`src/rtl/tone_generator.sv`:
```
`default_nettype none
// ============================================================================
// Module   : tone_generator
// Purpose  : Square-wave note synthesizer. Latches a note code (1..7 = do..si),
//            inserts a silent articulation gap of GAP_CYCLES before each new
//            note, then toggles the speaker every H cycles. H comes from the
//            latched note and the live octave selection, so octave-only
//            changes take effect at the next waveform edge without a gap.
// Ports    : clk         - system clock, rising edge
//            reset       - asynchronous reset, active low
//            note_in     - note code; 1..7 valid, 0 and 8..15 are rest
//            octave_keys - 00/11 middle, 01 high, 10 low
//            mute        - forces silence while high (highest priority)
//            speaker     - square-wave output
//            active      - high while a tone is sounding
//            cur_note    - latched note (0 while silent)
// Revision : 1.0 - initial release
// ============================================================================
module tone_generator #(
  parameter int CLK_FREQ   = 100_000_000,
  parameter int GAP_CYCLES = 1_000_000,
  parameter int CNT_W      = 20
) (
  input  logic       clk,
  input  logic       reset,
  input  logic [3:0] note_in,
  input  logic [1:0] octave_keys,
  input  logic       mute,
  output logic       speaker,
  output logic       active,
  output logic [3:0] cur_note
);

  typedef enum logic [1:0] {
    SILENT = 2'd0,
    GAP    = 2'd1,
    TONE   = 2'd2
  } state_t;

  localparam logic [CNT_W-1:0] c_GAP_LAST = CNT_W'(GAP_CYCLES - 1);

  // Base half-period per note, folded to constants at elaboration.
  function automatic logic [CNT_W-1:0] base_half(input logic [3:0] n);
    case (n)
      4'd1:    base_half = CNT_W'(CLK_FREQ / (2 * 262));
      4'd2:    base_half = CNT_W'(CLK_FREQ / (2 * 294));
      4'd3:    base_half = CNT_W'(CLK_FREQ / (2 * 330));
      4'd4:    base_half = CNT_W'(CLK_FREQ / (2 * 349));
      4'd5:    base_half = CNT_W'(CLK_FREQ / (2 * 392));
      4'd6:    base_half = CNT_W'(CLK_FREQ / (2 * 440));
      4'd7:    base_half = CNT_W'(CLK_FREQ / (2 * 494));
      default: base_half = '0;
    endcase
  endfunction

  state_t           r_state, w_state;
  logic [3:0]       r_cur_note, w_cur_note;
  logic [CNT_W-1:0] r_gap_cnt, w_gap_cnt;
  logic [CNT_W-1:0] r_ph_cnt, w_ph_cnt;
  logic             r_speaker, w_speaker;

  logic             w_valid;
  logic             w_new_note;
  logic [CNT_W-1:0] w_h0;
  logic [CNT_W-1:0] w_h;
  logic [CNT_W-1:0] w_h_last;

  assign w_valid    = (note_in != 4'd0) && (note_in <= 4'd7);
  assign w_new_note = w_valid && (note_in != r_cur_note);

  // Half-period follows octave_keys every cycle; ph_cnt is never cleared on
  // an octave change, so a shorter H simply makes the >= compare fire sooner.
  assign w_h0 = base_half(r_cur_note);
  always_comb begin
    w_h = w_h0;
    case (octave_keys)
      2'b01:   w_h = w_h0 >> 1;
      2'b10:   w_h = w_h0 << 1;
      default: w_h = w_h0;
    endcase
  end
  assign w_h_last = w_h - CNT_W'(1);

  always_ff @(posedge clk or negedge reset) begin
    if (!reset) begin
      r_state    <= SILENT;
      r_cur_note <= 4'd0;
      r_gap_cnt  <= '0;
      r_ph_cnt   <= '0;
      r_speaker  <= 1'b0;
    end else begin
      r_state    <= w_state;
      r_cur_note <= w_cur_note;
      r_gap_cnt  <= w_gap_cnt;
      r_ph_cnt   <= w_ph_cnt;
      r_speaker  <= w_speaker;
    end
  end

  always_comb begin
    w_state    = r_state;
    w_cur_note = r_cur_note;
    w_gap_cnt  = r_gap_cnt;
    w_ph_cnt   = r_ph_cnt;
    w_speaker  = r_speaker;

    case (r_state)
      SILENT: begin
        w_speaker = 1'b0;
        if (w_valid) begin
          w_state    = GAP;
          w_cur_note = note_in;
          w_gap_cnt  = '0;
        end
      end

      GAP: begin
        w_speaker = 1'b0;
        if (!w_valid) begin
          w_state    = SILENT;
          w_cur_note = 4'd0;
        end else if (w_new_note) begin
          // Re-articulation during the gap restarts the silent interval.
          w_cur_note = note_in;
          w_gap_cnt  = '0;
        end else if (r_gap_cnt == c_GAP_LAST) begin
          w_state   = TONE;
          w_speaker = 1'b1;
          w_ph_cnt  = '0;
        end else begin
          w_gap_cnt = r_gap_cnt + CNT_W'(1);
        end
      end

      TONE: begin
        if (!w_valid) begin
          w_state    = SILENT;
          w_speaker  = 1'b0;
          w_cur_note = 4'd0;
        end else if (w_new_note) begin
          w_state    = GAP;
          w_speaker  = 1'b0;
          w_cur_note = note_in;
          w_gap_cnt  = '0;
        end else if (r_ph_cnt >= w_h_last) begin
          w_speaker = ~r_speaker;
          w_ph_cnt  = '0;
        end else begin
          w_ph_cnt = r_ph_cnt + CNT_W'(1);
        end
      end

      default: begin
        w_state    = SILENT;
        w_speaker  = 1'b0;
        w_cur_note = 4'd0;
      end
    endcase

    // Mute overrides every other transition.
    if (mute) begin
      w_state    = SILENT;
      w_speaker  = 1'b0;
      w_cur_note = 4'd0;
    end
  end

  assign speaker  = r_speaker;
  assign active   = (r_state == TONE);
  assign cur_note = r_cur_note;

endmodule
`default_nettype wire

```
`config.mk`:
```
export PLATFORM = sky130hd
export DESIGN_NAME = tone_generator
export DESIGN_NICKNAME = d
export VERILOG_FILES = /design/src/rtl/tone_generator.sv
export SDC_FILE = /design/constraint.sdc
export NUM_CORES = 1
export LEC_CHECK = 0
export ABC_AREA = 1
export CAP_MARGIN = 20
export CORE_MARGIN = 10
export CORE_UTILIZATION = 45
export DETAILED_ROUTE_END_ITERATION = 8
export PLACE_DENSITY_LB_ADDON = 0.2
export SETUP_SLACK_MARGIN = 0.3
export SKIP_CTS_REPAIR_TIMING = 1
export SLEW_MARGIN = 5
export SYNTH_ARGS = -nofsm -noshare
export SYNTH_HDL_FRONTEND = slang
export SYNTH_SLANG_ARGS = --single-unit
```
`constraint.sdc`:
```
create_clock -name clk -period 3.45 [get_ports clk]
set_input_delay 0.69 -clock clk [delete_from_list [all_inputs] [get_ports clk]]
set_output_delay 0.69 -clock clk [all_outputs]
set_load 0.05 [all_outputs]
```
Word-level counts from Yosys, hierarchy flattened
Cells that the tools add are included.
{"block": "totals", "latchBits": 0, "mem_bits_ro": 0, "elab_cells": 86, "regBits": 47, "ram_bits": 0, "mem_count": 0, "input_bits": 9}
{"block": "classes", "div": 0, "n_addsub": 3, "eq_ne": 27, "mux": 37, "bitwise": 1, "n_lt_le_gt_ge": 2, "shifts": 0, "reduce_logical": 11, "n_mul": 0}
{"op": "$mux W20", "count": 12}
{"op": "$pmux W18 S7", "count": 1}
{"op": "$pmux W20 S2", "count": 2}
{"op": "$pmux W20 S3", "count": 1}
{"op": "$add A20 B1 Y20 const B", "count": 2}
{"op": "$eq A20 B20 Y1 const B", "count": 1}
{"op": "$ge A20 B20 Y1", "count": 1}
{"op": "$sub A20 B1 Y20 const B", "count": 1}
{"op": "$eq A4 B3 Y1 const B", "count": 4}
{"op": "$mux W4", "count": 4}
{"op": "$mux W2", "count": 7}
{"op": "$reduce_and A6 Y1", "count": 2}
{"op": "$ne A2 B2 Y1 const B", "count": 5}
{"op": "$eq A4 B2 Y1 const B", "count": 2}
{"op": "$ne A4 B3 Y1 const B", "count": 2}
{"op": "$ne A4 B4 Y1 const B", "count": 2}
{"op": "$pmux W4 S2", "count": 1}
{"op": "$mux W1", "count": 7}
{"op": "$ne A3 B3 Y1 const B", "count": 2}
{"op": "$pmux W2 S3", "count": 1}
{"op": "$ne A5 B3 Y1 const B", "count": 1}
{"op": "$eq A2 B1 Y1 const B", "count": 2}
{"op": "$eq A2 B2 Y1 const B", "count": 2}
{"op": "$eq A4 B1 Y1 const B", "count": 1}
{"op": "other kinds (13)", "count": 15}

Logic depth before layout (Yosys ltp)
{"block": "depth", "depth_word": 10, "mapped_depth": 28}

Worst setup path after synthesis
No wires, ideal clock.
{"block": "synth_path", "kind": "input port to flip-flop", "startpoint": "input port octave_keys[0]", "endpoint": "register r_ph_cnt[17]", "path_buffers": 0, "setup_ns": 0.118, "stages": 23, "arrival_time_ns": 3.196, "setup_slack_ns": 0.136, "cell_sequence": "inv_1 -> ha_1 -> nor2_1 -> nand2_1 -> nand3_1 -> inv_1 -> ha_1 -> inv_1 -> nor2_1 -> nand2_1 -> nand3_1 -> nand2_1 -> inv_1 -> ha_1 -> nand2_1 -> nor2_1 -> nand2_1 -> nor2_1 -> nand2_1 -> nand4_2 -> inv_1 -> nand3b_1 -> nand2_1"}
{"block": "synth_between", "elab_chain_cells": 8}
{"element": "start: declaration", "line_no": "27", "rtl": "input logic [1:0] octave_keys,"}
{"element": "$eq A2 B2 Y1 or $eq A2 B1 Y1 (tied branches)", "line_no": "76", "rtl": "case (octave_keys)"}
{"element": "$pmux W20 S2 (*)", "line_no": "76"}
{"element": "$sub A20 B1 Y20 (*)", "line_no": "82", "rtl": "assign w_h_last = w_h - CNT_W'(1);"}
{"element": "$ge A20 B20 Y1 (*)", "line_no": "145", "rtl": "end else if (r_ph_cnt >= w_h_last) begin"}
{"element": "$mux W20 (*)", "line_no": "145"}
{"element": "$mux W20 (*)", "line_no": "140", "rtl": "end else if (w_new_note) begin"}
{"element": "$mux W20 (*)", "line_no": "136", "rtl": "if (!w_valid) begin"}
{"element": "$pmux W20 S2 (*)", "line_no": "107", "rtl": "case (r_state)"}
{"element": "end signal: assignment", "line_no": "95", "rtl": "r_ph_cnt <= w_ph_cnt;"}
{"element": "end: declaration", "line_no": "59", "rtl": "logic [CNT_W-1:0] r_ph_cnt, w_ph_cnt;"}
Mark *: on every way between the ends. The rest lies on a longest branch, timed or not. The select of a mux whose other input is x is not followed.
A chain may end at the register's enable or synchronous reset.

Final worst setup path
{"block": "layout_path", "startpoint": "input port octave_keys[1]", "endpoint": "register r_ph_cnt[14]"}
The elaborated chain is that of the path after synthesis.

==> run metrics <==
FMAX 0.332 GHz; GRT Total Usage 17.0%; CTS Buf Count 5; XOR/XNOR Fraction of Synth Area 2.87%; CP arrival 3.25 ns; WL final 12.9 mm; Ys Warns 0; Final Skew 0.00895 ns; Reg-to-Reg Start cur_note[0]; Startpoint Class primary input; Placer Congestion 0.931; multiplexer share of the synthesized area 0%; Layout area overhead 19.6%; Leakage 2.68 nW; max-slew violation count 0; hold crit path type in -> async; setup violators final 0; Synth Register Bits 47; crit path kind in -> reg; Crit. End Element flip-flop; final hold viol count 0; drt pass-1 iters 5; Die Height 121 um; Seq/Total Area, Yosys 25.7%; wire per inst 14.0 um; share of cells above drive strength 1 19.7%; antenna violations before repair 0; fin crit period 3.01 ns; final instance area 0.00547 sq mm; post-DP HPWL 9.49 mm; Slew @ Worst Pin 0.658 ns; DR vias/cell 5.18; Routed Antenna Nets 0; FF-to-FF End r_ph_cnt[14]; Clk pin slew, worst setup/hold paths 0.10 ns; mapped cell area 0.00458 sq mm; number of port buffers 14; CTS Buffer Depth 2; unrepaired setup endpoints after global routing no; initial DRC count 459; H-Tree Depth 2; largest family of logic cells by synthesized area simple AND/OR/NAND/NOR gates; Die W 121 um; vias in the first global route 4,328; final worst-path cycle share 87.2%; Power Dens Cells 526 mW/mm^2; Post-Synth Simple-Gate Area 45.4%; async set-or-reset flop fraction in the synthesized netlist 100%; Clock Latency Late Sink 0.31 ns; area of placed instances 0.00498 sq mm; status finished, final reports clean; Worst EP required 3.69 ns; syn avg cell area 6.17 sq um; standard-cell rows 36; Post-Place Setup Slack -0.404 ns; core box area 0.00982 sq mm; drt drc 0; Ports 15; global-route wire length before repair 20.9 mm; CP Max Fanout 9; starting density of the core 46.6%; syn nets 779; Slew headroom 56.0%; Reg2Reg Setup Slack 0.45 ns; # diodes 0; via count 4,770; Nets 825; Worst Reg-to-Reg Cells 23; Synth Area in Compound Gates 8.75%; total power 2.88 mW; Synth Area in Adders 7.93%; max cap viols 0; Hold WS 0.249 ns; number of flops mapped to enable cells by yosys 0; CTS sink cnt 47; grt ovf 0; largest net degree at the start of global routing 48; Netlist cell types 38; Cells after Synth 741; worst vdd ir 235 uV; CTS tree done; setup slack after layout 0.442 ns; DIE AREA 0.0146 sq mm; Root Buffer clkbuf_8; Post-synth top flop dfrtp_1
[report_power, final]
| part | total [mW] | switching [mW] | internal [mW] |
|---|---|---|---|
| Combinational | 1.75 | 1.12 | 0.634 |
| Sequential | 0.716 | 0.105 | 0.611 |
| Clock | 0.413 | 0.200 | 0.213 |
[flip-flops by register name (all words and copies together), names as in the netlist]
| signal | flops |
|---|---|
| r_ph_cnt | 20 |
| r_gap_cnt | 20 |
| r_state | 2 |
| speaker | 1 |
| cur_note | 4 |
[cell usage in the layout, fill, tap and decap left out, drive strengths merged, types with 2 or more instances in the layout]
master	instances
nor2	121
o21bai	7
dfrtp	47
o211ai	3
nor3	19
inv	89
nand3	62
buf	35
nand2	271
xor2	12
nand3b	2
a31oi	2
clkbuf	8
clkdlybuf4s50	11
nand4	11
a21oi	14
xnor2	3
o21ai	27
o221ai	2
a21o	3
ha	29
[layer usage]
| layer | vias up | GRT usage, % | part of all wire (%) |
|---|---|---|---|
| li1 | 2445 | - | - |
| met5 | - | 0 | 0 |
| met4 | 0 | 3.39 | 0.90 |
| met2 | 119 | 25.4 | 42 |
| met3 | 11 | 2.47 | 4.8 |
| met1 | 2195 | 25.3 | 52 |
[layout make-up]
class                   instances  area [sq um]
clock buffers                   6          72.6
clock inverters                 1          30.0
fillers                       985          4350
inverters                      90           353
multi-input cells             594          3260
flip-flops and latches         47          1180
well taps                     133           166
repair buffers                 49           413
[cells in the mapped netlist (4+ instances only)]
library cell	count	share of area, %
o21ai_1	4	0.44
nand2_1	262	21
buf_6	6	1.5
a21oi_1	14	1.5
o21ai_0	14	1.5
nor2_2	6	0.82
o21bai_1	4	0.66
nor2_1	112	9.2
nand3_1	59	6.5
clkbuf_1	4	0.33
o21ai_2	9	1.7
nand2_2	6	0.82
ha_1	29	7.9
nor3_1	19	2.1
inv_1	78	6.4
nand4_1	8	1.1
dfrtp_1	47	26
inv_2	10	0.82
xor2_1	12	2.3
[worst max-delay path: stages]
cell      delay (ns)
clkbuf_2        0.11
ha_4            0.28
buf_6           0.13
nand2_2         0.07
o21ai_2         0.06
nor2_2          0.19
nand3_4         0.12
buf_4           0.15
buf_4           0.12
ha_1            0.30
nand2_2         0.11
inv_1           0.04
nand2_1         0.05
nand2_1         0.09
inv_1           0.07
nand2_1         0.06
a21oi_1         0.12
nand3_1         0.09
nand2_1         0.07
clkinv_1        0.08
buf_6           0.14
nor2_1          0.09
[logic make-up (layout without fill, tap and decap cells)]
logic type,after synthesis,after routing
simple gates,488,489
flops,47,47
compound gates,61,61
xor+xnor,15,15
buf+inv,101,146
fa+ha+maj,29,29
[worst max path at each step]
| stage | start | endpoint | depth (start not counted) | slack (ns) |
|---|---|---|---|---|
| floorplan | octave_keys[0] | r_ph_cnt[17] | 23 | 0.33 |
| global placement | octave_keys[0] | r_ph_cnt[17] | 24 | -0.32 |
| detailed placement | octave_keys[0] | speaker | 22 | -0.40 |
| CTS | octave_keys[0] | r_ph_cnt[17] | 21 | -0.09 |
| global route | cur_note[0] | r_ph_cnt[9] | 22 | 0.25 |
| finish | octave_keys[1] | r_ph_cnt[14] | 22 | 0.44 |
[through the flow]
stage / cells / utilization (%) / setup TNS, ns
after global routing: 920 / 55.7 / 0
after floorplan: 741 / - / 0
after detailed placement: 900 / 50.8 / -6.72
after CTS: 907 / 51.8 / -0.359
final: 920 / 55.7 / 0
after global placement: 900 / 50.8 / -5.56
Note: power is estimated with default switching activity, not from simulation.
